--- config.mk ---
export PLATFORM = sky130hd
export DESIGN_NAME = icmp_tx_arbiter_flat
export DESIGN_NICKNAME = d
export VERILOG_FILES = /design/src/rtl/icmp_tx_arbiter_if.sv /design/src/rtl/icmp_tx_arbiter.sv /design/src/flat_wrapper.sv
export SDC_FILE = /design/constraint.sdc
export NUM_CORES = 1
export LEC_CHECK = 0
export BUFFER_PORTS_ARGS = -buffer_cell sky130_fd_sc_hd__buf_2
export CAP_MARGIN = 20
export CORE_AREA = 4 4 155 157
export CTS_CLUSTER_DIAMETER = 200
export DETAILED_ROUTE_END_ITERATION = 10
export DIE_AREA = 0 0 159 161
export PLACE_DENSITY = 0.72
export SETUP_SLACK_MARGIN = 0.2
export SLEW_MARGIN = 20
export SYNTH_ARGS = -nofsm -noshare
export SYNTH_HDL_FRONTEND = slang
export SYNTH_SLANG_ARGS = --single-unit
--- constraint.sdc ---
create_clock -name gmii_tx_clk -period 2.5 [get_ports gmii_tx_clk]
set_clock_uncertainty 0.15 [all_clocks]
set_input_delay 0.125 -clock gmii_tx_clk [delete_from_list [all_inputs] [get_ports gmii_tx_clk]]
set_output_delay 0.125 -clock gmii_tx_clk [all_outputs]
set_load 0.02 [all_outputs]
--- src/rtl/icmp_tx_arbiter_if.sv ---
// Bundle between the ICMP transmit arbiter, its two clients and the icmp engine.
// The arbiter takes the slave view; the application/engine side takes the master view.
interface icmp_tx_arbiter_if;
    logic        c0_req,      c1_req;
    logic [15:0] c0_byte_num, c1_byte_num;
    logic [47:0] c0_des_mac,  c1_des_mac;
    logic [31:0] c0_des_ip,   c1_des_ip;
    logic [31:0] c0_data,     c1_data;
    logic        c0_grant,    c1_grant;
    logic        c0_tx_req,   c1_tx_req;
    logic        c0_done,     c1_done;
    logic        c0_err,      c1_err;
    logic        tx_start_en;
    logic [15:0] tx_byte_num;
    logic [47:0] des_mac;
    logic [31:0] des_ip;
    logic [31:0] tx_data;
    logic        tx_req;
    logic        tx_done;

    modport slave (
        input  c0_req, c1_req, c0_byte_num, c1_byte_num, c0_des_mac, c1_des_mac,
               c0_des_ip, c1_des_ip, c0_data, c1_data, tx_req, tx_done,
        output c0_grant, c1_grant, c0_tx_req, c1_tx_req, c0_done, c1_done,
               c0_err, c1_err, tx_start_en, tx_byte_num, des_mac, des_ip, tx_data
    );

    modport master (
        output c0_req, c1_req, c0_byte_num, c1_byte_num, c0_des_mac, c1_des_mac,
               c0_des_ip, c1_des_ip, c0_data, c1_data, tx_req, tx_done,
        input  c0_grant, c1_grant, c0_tx_req, c1_tx_req, c0_done, c1_done,
               c0_err, c1_err, tx_start_en, tx_byte_num, des_mac, des_ip, tx_data
    );
endinterface

--- src/rtl/icmp_tx_arbiter.sv ---
// Round-robin sharing of the icmp engine transmit-command port between two clients,
// with an enforced inter-command gap and a BUSY-state watchdog.
module icmp_tx_arbiter #(
    parameter int GAP_CYCLES = 12,
    parameter int TIMEOUT    = 16384
) (
    input  logic               gmii_tx_clk,
    input  logic               rst_n,
    icmp_tx_arbiter_if.slave   bus
);

    localparam int          GAP_EFF  = (GAP_CYCLES < 1) ? 1 : GAP_CYCLES;
    localparam logic [15:0] GAP_LAST = 16'(GAP_EFF);
    // Abort is decided in the BUSY cycle whose incremented count hits TIMEOUT-1,
    // so the done/err pulse lands TIMEOUT cycles after START.
    localparam logic [15:0] WD_LAST  = 16'(TIMEOUT - 2);

    typedef enum logic [1:0] {S_IDLE, S_START, S_BUSY, S_GAP} state_t;

    state_t      state_q, state_d;
    logic [1:0]  grant_q, grant_d;
    logic [1:0]  done_q,  done_d;
    logic [1:0]  err_q,   err_d;
    logic        last_q,  last_d;
    logic [15:0] byte_q,  byte_d;
    logic [47:0] mac_q,   mac_d;
    logic [31:0] ip_q,    ip_d;
    logic [15:0] wd_q,    wd_d;
    logic [15:0] gap_q,   gap_d;

    logic [1:0]  req;
    logic [15:0] req_bytes [2];
    logic [47:0] req_mac   [2];
    logic [31:0] req_ip    [2];
    logic        win;
    logic        busy;

    assign req          = {bus.c1_req, bus.c0_req};
    assign req_bytes[0] = bus.c0_byte_num;
    assign req_bytes[1] = bus.c1_byte_num;
    assign req_mac[0]   = bus.c0_des_mac;
    assign req_mac[1]   = bus.c1_des_mac;
    assign req_ip[0]    = bus.c0_des_ip;
    assign req_ip[1]    = bus.c1_des_ip;

    // On a tie the client that was not served last wins.
    assign win  = (req[0] & req[1]) ? ~last_q : req[1];
    assign busy = (state_q == S_BUSY);

    always_ff @(posedge gmii_tx_clk or negedge rst_n) begin
        if (!rst_n) begin
            state_q <= S_IDLE;
            grant_q <= 2'b00;
            done_q  <= 2'b00;
            err_q   <= 2'b00;
            last_q  <= 1'b1;
            byte_q  <= 16'd0;
            mac_q   <= 48'd0;
            ip_q    <= 32'd0;
            wd_q    <= 16'd0;
            gap_q   <= 16'd0;
        end else begin
            state_q <= state_d;
            grant_q <= grant_d;
            done_q  <= done_d;
            err_q   <= err_d;
            last_q  <= last_d;
            byte_q  <= byte_d;
            mac_q   <= mac_d;
            ip_q    <= ip_d;
            wd_q    <= wd_d;
            gap_q   <= gap_d;
        end
    end

    always_comb begin
        state_d = state_q;
        grant_d = grant_q;
        done_d  = 2'b00;
        err_d   = 2'b00;
        last_d  = last_q;
        byte_d  = byte_q;
        mac_d   = mac_q;
        ip_d    = ip_q;
        wd_d    = wd_q;
        gap_d   = gap_q;
        unique case (state_q)
            S_IDLE: begin
                if (|req) begin
                    if (req_bytes[win] == 16'd0) begin
                        done_d[win] = 1'b1;
                        err_d[win]  = 1'b1;
                        last_d      = win;
                        gap_d       = 16'd0;
                        state_d     = S_GAP;
                    end else begin
                        grant_d = win ? 2'b10 : 2'b01;
                        byte_d  = req_bytes[win];
                        mac_d   = req_mac[win];
                        ip_d    = req_ip[win];
                        state_d = S_START;
                    end
                end
            end
            S_START: begin
                wd_d    = 16'd0;
                state_d = S_BUSY;
            end
            S_BUSY: begin
                wd_d = wd_q + 16'd1;
                if (bus.tx_done || (wd_q == WD_LAST)) begin
                    done_d  = grant_q;
                    err_d   = bus.tx_done ? 2'b00 : grant_q;
                    grant_d = 2'b00;
                    last_d  = grant_q[1];
                    gap_d   = 16'd0;
                    state_d = S_GAP;
                end
            end
            S_GAP: begin
                if (gap_q == GAP_LAST) begin
                    state_d = S_IDLE;
                end else begin
                    gap_d = gap_q + 16'd1;
                end
            end
            default: state_d = S_IDLE;
        endcase
    end

    assign bus.c0_grant    = grant_q[0];
    assign bus.c1_grant    = grant_q[1];
    assign bus.c0_done     = done_q[0];
    assign bus.c1_done     = done_q[1];
    assign bus.c0_err      = err_q[0];
    assign bus.c1_err      = err_q[1];
    assign bus.c0_tx_req   = bus.tx_req & grant_q[0] & busy;
    assign bus.c1_tx_req   = bus.tx_req & grant_q[1] & busy;
    assign bus.tx_start_en = (state_q == S_START);
    assign bus.tx_byte_num = byte_q;
    assign bus.des_mac     = mac_q;
    assign bus.des_ip      = ip_q;
    assign bus.tx_data     = grant_q[0] ? bus.c0_data :
                             (grant_q[1] ? bus.c1_data : 32'd0);

endmodule
--- src/flat_wrapper.sv ---
// flat-port wrapper written by rule: the top's interface ports become plain ports
module icmp_tx_arbiter_flat 
#(
    parameter int GAP_CYCLES = 12,
    parameter int TIMEOUT    = 16384
)
  (gmii_tx_clk, rst_n, bus_c0_req, bus_c1_req, bus_c0_byte_num, bus_c1_byte_num, bus_c0_des_mac, bus_c1_des_mac, bus_c0_des_ip, bus_c1_des_ip, bus_c0_data, bus_c1_data, bus_tx_req, bus_tx_done, bus_c0_grant, bus_c1_grant, bus_c0_tx_req, bus_c1_tx_req, bus_c0_done, bus_c1_done, bus_c0_err, bus_c1_err, bus_tx_start_en, bus_tx_byte_num, bus_des_mac, bus_des_ip, bus_tx_data);
  icmp_tx_arbiter_if bus_i ();
  input  logic gmii_tx_clk;
  input  logic rst_n;
  input wire logic [$bits(bus_i.c0_req)-1:0] bus_c0_req;
  input wire logic [$bits(bus_i.c1_req)-1:0] bus_c1_req;
  input wire logic [$bits(bus_i.c0_byte_num)-1:0] bus_c0_byte_num;
  input wire logic [$bits(bus_i.c1_byte_num)-1:0] bus_c1_byte_num;
  input wire logic [$bits(bus_i.c0_des_mac)-1:0] bus_c0_des_mac;
  input wire logic [$bits(bus_i.c1_des_mac)-1:0] bus_c1_des_mac;
  input wire logic [$bits(bus_i.c0_des_ip)-1:0] bus_c0_des_ip;
  input wire logic [$bits(bus_i.c1_des_ip)-1:0] bus_c1_des_ip;
  input wire logic [$bits(bus_i.c0_data)-1:0] bus_c0_data;
  input wire logic [$bits(bus_i.c1_data)-1:0] bus_c1_data;
  input wire logic [$bits(bus_i.tx_req)-1:0] bus_tx_req;
  input wire logic [$bits(bus_i.tx_done)-1:0] bus_tx_done;
  output wire logic [$bits(bus_i.c0_grant)-1:0] bus_c0_grant;
  output wire logic [$bits(bus_i.c1_grant)-1:0] bus_c1_grant;
  output wire logic [$bits(bus_i.c0_tx_req)-1:0] bus_c0_tx_req;
  output wire logic [$bits(bus_i.c1_tx_req)-1:0] bus_c1_tx_req;
  output wire logic [$bits(bus_i.c0_done)-1:0] bus_c0_done;
  output wire logic [$bits(bus_i.c1_done)-1:0] bus_c1_done;
  output wire logic [$bits(bus_i.c0_err)-1:0] bus_c0_err;
  output wire logic [$bits(bus_i.c1_err)-1:0] bus_c1_err;
  output wire logic [$bits(bus_i.tx_start_en)-1:0] bus_tx_start_en;
  output wire logic [$bits(bus_i.tx_byte_num)-1:0] bus_tx_byte_num;
  output wire logic [$bits(bus_i.des_mac)-1:0] bus_des_mac;
  output wire logic [$bits(bus_i.des_ip)-1:0] bus_des_ip;
  output wire logic [$bits(bus_i.tx_data)-1:0] bus_tx_data;
  assign bus_i.c0_req = bus_c0_req;
  assign bus_i.c1_req = bus_c1_req;
  assign bus_i.c0_byte_num = bus_c0_byte_num;
  assign bus_i.c1_byte_num = bus_c1_byte_num;
  assign bus_i.c0_des_mac = bus_c0_des_mac;
  assign bus_i.c1_des_mac = bus_c1_des_mac;
  assign bus_i.c0_des_ip = bus_c0_des_ip;
  assign bus_i.c1_des_ip = bus_c1_des_ip;
  assign bus_i.c0_data = bus_c0_data;
  assign bus_i.c1_data = bus_c1_data;
  assign bus_i.tx_req = bus_tx_req;
  assign bus_i.tx_done = bus_tx_done;
  assign bus_c0_grant = bus_i.c0_grant;
  assign bus_c1_grant = bus_i.c1_grant;
  assign bus_c0_tx_req = bus_i.c0_tx_req;
  assign bus_c1_tx_req = bus_i.c1_tx_req;
  assign bus_c0_done = bus_i.c0_done;
  assign bus_c1_done = bus_i.c1_done;
  assign bus_c0_err = bus_i.c0_err;
  assign bus_c1_err = bus_i.c1_err;
  assign bus_tx_start_en = bus_i.tx_start_en;
  assign bus_tx_byte_num = bus_i.tx_byte_num;
  assign bus_des_mac = bus_i.des_mac;
  assign bus_des_ip = bus_i.des_ip;
  assign bus_tx_data = bus_i.tx_data;
  icmp_tx_arbiter #(.GAP_CYCLES(GAP_CYCLES), .TIMEOUT(TIMEOUT)) u_core (.gmii_tx_clk(gmii_tx_clk), .rst_n(rst_n), .bus(bus_i));
endmodule
==> results of run 1 <==
stage by stage:
| step | setup WS (ns) | hold slack [ns] | TNS (ns) |
|---|---|---|---|
| global placement | -0.0880 | -0.119 | -0.696 |
| floorplan | 0.194 | -0.321 | 0 |
| finish | 0.140 | 0.0129 | 0 |
| CTS | 0.196 | 0.000810 | 0 |
| detailed placement | -0.144 | -0.117 | -1.14 |
| global route | 0.0309 | 0.0146 | 0 |
layout make-up:
class	instances	area share, %
repair buffers	633	34.2
multi-input cells	432	31.2
flip-flops and latches	137	27.0
clock buffers	18	3.38
well taps	285	2.81
clock inverters	14	1.09
inverters	11	0.325
diodes	1	0.0197
flip-flops by register name, summed over array words and instances (netlist names):
name / cells
u_core.grant_q: 2
u_core.bus.des_mac: 48
u_core.bus.tx_byte_num: 16
u_core.bus.des_ip: 32
u_core.done_q: 2
u_core.last_q: 1
u_core.state_q: 2
u_core.gap_q: 16
u_core.err_q: 2
u_core.wd_q: 16
routing by layer:
| metal | routed length [um] | vias up | global-route usage (%) |
|---|---|---|---|
| met1 | 11000 | 3718 | 24.4 |
| li1 | - | 3566 | - |
| met3 | 2110 | 100 | 6.99 |
| met4 | 1580 | 0 | 12.0 |
| met2 | 15200 | 423 | 40.2 |
| met5 | 0 | - | 0 |
worst max-delay path by stage:
stage | endpoint | startpoint | slack, ns | cells after the start
floorplan | u_core.gap_q[14] | u_core.state_q[0] | 0.19 | 9
global placement | u_core.gap_q[13] | bus_c0_byte_num[11] | -0.09 | 8
detailed placement | u_core.gap_q[13] | bus_c0_byte_num[11] | -0.14 | 8
CTS | u_core.gap_q[15] | u_core.wd_q[0] | 0.20 | 8
global route | u_core.gap_q[14] | u_core.gap_q[0] | 0.03 | 9
finish | u_core.gap_q[14] | u_core.gap_q[0] | 0.14 | 9
cell usage in the layout, fill, tap and decap left out, types with 6 or more instances in the layout:
master / n
buf_2: 397
dlygate4sd3_1: 193
mux2_2: 192
dfrtp_1: 136
a22o_1: 35
buf_4: 33
nand2_1: 25
nor2_1: 23
clkbuf_16: 17
nor4_1: 13
nand3_1: 11
o21ai_0: 10
o41ai_1: 10
nand4_1: 9
xor2_1: 8
mux2i_1: 6
ha_1: 6
inv_6: 6
power groups by stage:
stage / registers [mW] / logic (mW) / clock network (mW)
6_report: 3.58 / 6.66 / 2.43
5_1_grt: 3.69 / 7.06 / 2.58
4_1_cts: 3.55 / 6.53 / 2.47
3_5_place_dp: 3.58 / 6.20 / 0
3_3_place_gp: 3.53 / 6.10 / 0
2_1_floorplan: 4.58 / 3.00 / 0
cells by family (layout without fill, tap and decap cells):
family,Yosys count,count (layout),share of synthesized area (%)
muxes,199,199,29.9
xor gates and xnor gates,11,11,1.29
buffers and inverters,51,676,2.78
other,0,1,0
and+or+nand+nor,122,122,8.94
adders and majority gates,9,9,1.51
DFF,137,137,46.0
AOI/OAI and AO/OA,91,91,9.56
repair_timing:
| item | 4_1_cts | 5_1_grt |
|---|---|---|
| pin swaps | 4 | 6 |
| gates resized for setup | 8 | 20 |
| hold buffers | 193 | 0 |
| setup buffers | 6 | 3 |
| setup endpoints to repair | 99 | 108 |
| hold endpoints to repair | 234 | 0 |
worst reg2reg max path: stages (launching register included):
cell	delay [ns]
dfrtp_1	0.37
buf_4	0.12
buf_4	0.11
ha_1	0.20
nand3_1	0.12
nor4_1	0.33
buf_4	0.20
a41oi_1	0.11
o41ai_1	0.39
o41ai_2	0.14
==> results.txt, run 1 <==
Post-DP HPWL -> 18300 um
Largest net degree at the start of global routing -> 75
Vias/cell -> 5.10
Asr flop ratio synth -> 100%
FMAX -> 424 MHz
Total track usage -> 22.7%
Final hold vios -> 0
Global route overflow -> 0
Core area -> 0.0225 sq mm
Routed Antenna Nets -> 0
Synth warn -> 0
Clock tree buffer depth -> 2
Switch share -> 41.4%
Worst r2r path cells -> 9
H-tree levels -> 4
Fill cell count -> 1773
Final Cycle Share -> 94.4%
Area contributors post-synth -> dfrtp_1 (46%), mux2_2 (29%), a22o_1 (4.1%)
Last weighted congestion value of the routability-driven placer -> 0.888
Worst setup SP type -> register
Crit Path Category -> reg -> reg
CP Data Arrival Time -> 2.48 ns
Clk slew on worst S/H paths -> 0.07 ns
Sw power -> 5.24 mW
Relative slew slack -> 58.3%
Area Overhead vs Synth -> 70.2%
Sequential area share after synthesis -> 46.0%
CP Capture Type -> register
Top FF cell, synth -> dfrtp_1
Crit path largest cell delay -> 0.39 ns
I/O pin count -> 399
Die height -> 161 um
Critical path's top delay family -> compound AO/OA/AOI/OAI gates
#FFs+latches synth -> 137
Minimum clock period -> 2.36 ns
Area of placed instances -> 0.00998 sq mm
Final cell count without fillers -> 1531
Hold Path Class -> in -> async
Drt drc -> 0
Multi-input logic area -> 0.00396 sq mm
Req. time, crit path -> 2.62 ns
Synth cell count leaders -> mux2_2 (192), dfrtp_1 (136), a22o_1 (35)
Buffers on Ports -> 398
Syn nets -> 891
# Max-Cap Violations -> 0
Initial core utilization -> 33.1%
Number of flops mapped to enable cells by yosys -> 0
RR Endpoint -> u_core.gap_q[14]
First-pass GRT wire length -> 46700 um
Leak -> 5.94 nW
Share of the synthesized area in the top cell type -> 45.6%
Post-Synthesis Cell Area -> 0.00746 sq mm
Detailed Route WL -> 29900 um
Register area -> 0.00343 sq mm
Worst skew pair latency -> 0.41 ns
Number of global-route vias before repair -> 8607
Worst vdd ir -> 493 uV
Distinct cells, synth -> 51
Via count -> 7807
CTS tree -> built
Final slew viol count -> 0
Initial drt markers -> 411
Logic pwr share -> 52.6%
Worst R2R Setup Slack -> 0.14 ns
Num rows -> 55
Most used cell, CP -> buf_4
Width of the chip -> 159 um
CP Cell Sequence -> buf_4 > buf_4 > ha_1 > nand3_1 > nor4_1 > buf_4 > a41oi_1 > o41ai_1 > o41ai_2
Max FO, Critical Path -> 5
Root Driver -> clkbuf_16
Cells after DPL -> 1296
Internal -> 7.44 mW
Clock Sinks -> 137
Top-count cell post-synth -> mux2_2
Layout cells sized above 1 -> 55.7%
Pwr per Cell Area -> 999 mW/mm^2
Unrepaired setup endpoints after global routing -> true
Avg Inst Size Synth -> 12.0 sq um
Gate Count Post-Synth -> 620
Flop pwr share -> 28.3%
Worst Path Buf+Inv -> 3
First-pass DRT Iterations -> 5
Status -> completed
CTS buffer count -> 17
Post-route cell area -> 0.0127 sq mm
Slowest stage cell, crit path -> o41ai_1
Actual slew at the worst max-slew pin -> 0.620 ns
Pwr Total -> 12.7 mW
Post-Route Utilization -> 56.4%
DR WL/cell -> 19.6 um
Die area -> 0.0256 sq mm
Post-synth top area cell -> dfrtp_1
Clk pwr share -> 19.2%
R2R Path Start -> u_core.gap_q[0]
Setup-failing EPs final -> 0
Initial antenna violation count -> 1
Final nets -> 1503
(Power assumes the default switching activity.)
==> run 2: changes to the inputs <==
--- a/config.mk
+++ b/config.mk
@@ -11,8 +11,9 @@
 export CTS_CLUSTER_DIAMETER = 200
 export DETAILED_ROUTE_END_ITERATION = 10
 export DIE_AREA = 0 0 159 161
-export PLACE_DENSITY = 0.72
+export PLACE_DENSITY = 0.7
 export SETUP_SLACK_MARGIN = 0.2
+export SKIP_CTS_REPAIR_TIMING = 1
 export SLEW_MARGIN = 20
 export SYNTH_ARGS = -nofsm -noshare
 export SYNTH_HDL_FRONTEND = slang
==> constraint.sdc (replaced) <==
create_clock -name gmii_tx_clk -period 3 [get_ports gmii_tx_clk]
set_clock_uncertainty 0.15 [all_clocks]
set_input_delay 0.15 -clock gmii_tx_clk [delete_from_list [all_inputs] [get_ports gmii_tx_clk]]
set_output_delay 0.15 -clock gmii_tx_clk [all_outputs]
set_load 0.02 [all_outputs]
==> run 2 against run 1 <==
Against the previous run:
- first-iteration DRC count shrank 11%
- critical path type is now in -> reg
- largest cell class unchanged
- highest routed layer unchanged
- setup slack better by 0.041 ns
- via count fell by 5.0%
==> results.txt, run 2 (synthesis results as in run 1) <==
Largest net degree at the start of global routing -> 100
CTS buffer count -> 17
First-pass GRT wire length -> 35800 um
Clock tree buffer depth -> 2
Logic pwr share -> 50.6%
Clk pwr share -> 21.7%
Final hold vios -> 0
Pwr per Cell Area -> 869 mW/mm^2
Status -> completed
Crit Path Category -> in -> reg
Last weighted congestion value of the routability-driven placer -> 0.921
Switch share -> 39.6%
Sw power -> 4.24 mW
Core area -> 0.0225 sq mm
Buffers on Ports -> 398
Setup-failing EPs final -> 0
Hold Path Class -> in -> reg
Die area -> 0.0256 sq mm
Unrepaired setup endpoints after global routing -> false
Final Cycle Share -> 94.0%
Post-DP HPWL -> 17800 um
I/O pin count -> 399
Max FO, Critical Path -> 8
Fin Setup TNS -> 0 ns
Internal -> 6.47 mW
Req. time, crit path -> 3.17 ns
Worst setup SP type -> primary input
# Max-Cap Violations -> 0
First-pass DRT Iterations -> 5
Vias/cell -> 4.96
Initial core utilization -> 33.1%
Worst skew pair latency -> 0.41 ns
Final slew viol count -> 0
Final nets -> 1469
Via count -> 7413
Actual slew at the worst max-slew pin -> 0.828 ns
CTS tree -> built
Initial drt markers -> 364
Global route overflow -> 0
Total track usage -> 17.2%
Area Overhead vs Synth -> 65.2%
CP Capture Type -> register
Clock Sinks -> 137
Detailed Route WL -> 27000 um
Leak -> 5.77 nW
H-tree levels -> 4
CP Data Arrival Time -> 2.99 ns
Ant diodes -> 0
Clk slew on worst S/H paths -> 0.06 ns
Num rows -> 55
Flop pwr share -> 27.7%
Worst vdd ir -> 473 uV
FMAX -> 355 MHz
Root Driver -> clkbuf_16
Post-route cell area -> 0.0123 sq mm
Most common cell after layout, fill and taps aside -> buf_2
Pwr Total -> 10.7 mW
Width of the chip -> 159 um
Relative slew slack -> 44.3%
DR WL/cell -> 18.0 um
Most frequent cells in the layout -> buf_2 (397), mux2_2 (192), dlygate4sd3_1 (183), dfrtp_1 (136), a22o_1 (35)
Area of placed instances -> 0.00984 sq mm
Max reg flops -> 48
Number of global-route vias before repair -> 6727
Routed Antenna Nets -> 0
Die height -> 161 um
Initial antenna violation count -> 0
Drt drc -> 0
Layout cells sized above 1 -> 53.5%
Minimum clock period -> 2.82 ns
run 2: cell types whose count changed in the layout (fill, tap and decap cells not counted), sizes merged:
cell	change
buf	-24
dlygate4sd3	-10
bufinv	+4
inv	-3
clkinv	-1
clkinvlp	-1
diode	-1
run 2: metrics by stage:
step / cells / utilization, % / hold WS, ns / worst slack (ns)
6_report: 1495 / 54.8 / 0.00253 / 0.181
3_3_place_gp: 1281 / 43.7 / 0.0437 / 0.315
4_1_cts: 1312 / 46.6 / -0.397 / 0.360
3_5_place_dp: 1281 / 43.7 / 0.0513 / 0.242
2_1_floorplan: 620 / - / -0.296 / 0.546
5_1_grt: 1495 / 54.8 / 0.00281 / 0.172
run 2: layer usage:
layer / track usage (%) / vias up / part of all wire [%] / routed length (um)
met5: 0 / - / 0 / 0
met4: 4.14 / 0 / 3.0 / 804
met3: 4.67 / 53 / 6.6 / 1780
met2: 31.7 / 352 / 53 / 14200
met1: 19.9 / 3518 / 38 / 10200
li1: - / 3490 / - / -
run 2: area by class of cell:
class	instances	area, sq um
Tap cell	285	357
Clock buffer	18	429
Clock inverter	13	219
Inverter	11	41.3
Timing Repair Buffer	599	4000
Multi-Input combinational cell	432	3840
Fill cell	1884	10200
Sequential cell	137	3430
run 2: power by group through the flow:
stage	clock network (mW)	registers, mW	logic [mW]
floorplan	0	3.81	2.47
global placement	0	2.93	5.03
detailed placement	0	2.96	5.09
CTS	2.37	2.95	5.10
global route	2.46	3.05	5.79
finish	2.32	2.97	5.42
run 2: worst max-delay path, cell delays in order:
cell and delay (ns):
dlygate4sd3_1 0.54, buf_2 0.14, nor4_1 0.48, nand4_1 0.27, o2bb2ai_1 0.22, or4_1 0.70, buf_4 0.25, o31ai_1 0.23
run 2: worst paths after layout:
check                                       start                    endpoint  slack (ns)  cells after the start
hold reg to reg            u_core.bus.des_mac[34]      u_core.bus.des_mac[34]        0.35                      1
setup / recovery               bus_c0_byte_num[2]            u_core.gap_q[13]        0.18                      8
max in group asynchronous                   rst_n             u_core.wd_q[14]        1.77                      3
setup reg to reg                    u_core.last_q        u_core.bus.des_ip[8]        0.31                      5
min in group asynchronous                   rst_n       u_core.bus.des_ip[30]        0.16                      2
hold / removal                bus_c1_byte_num[15]  u_core.bus.tx_byte_num[15]       0.003                      3
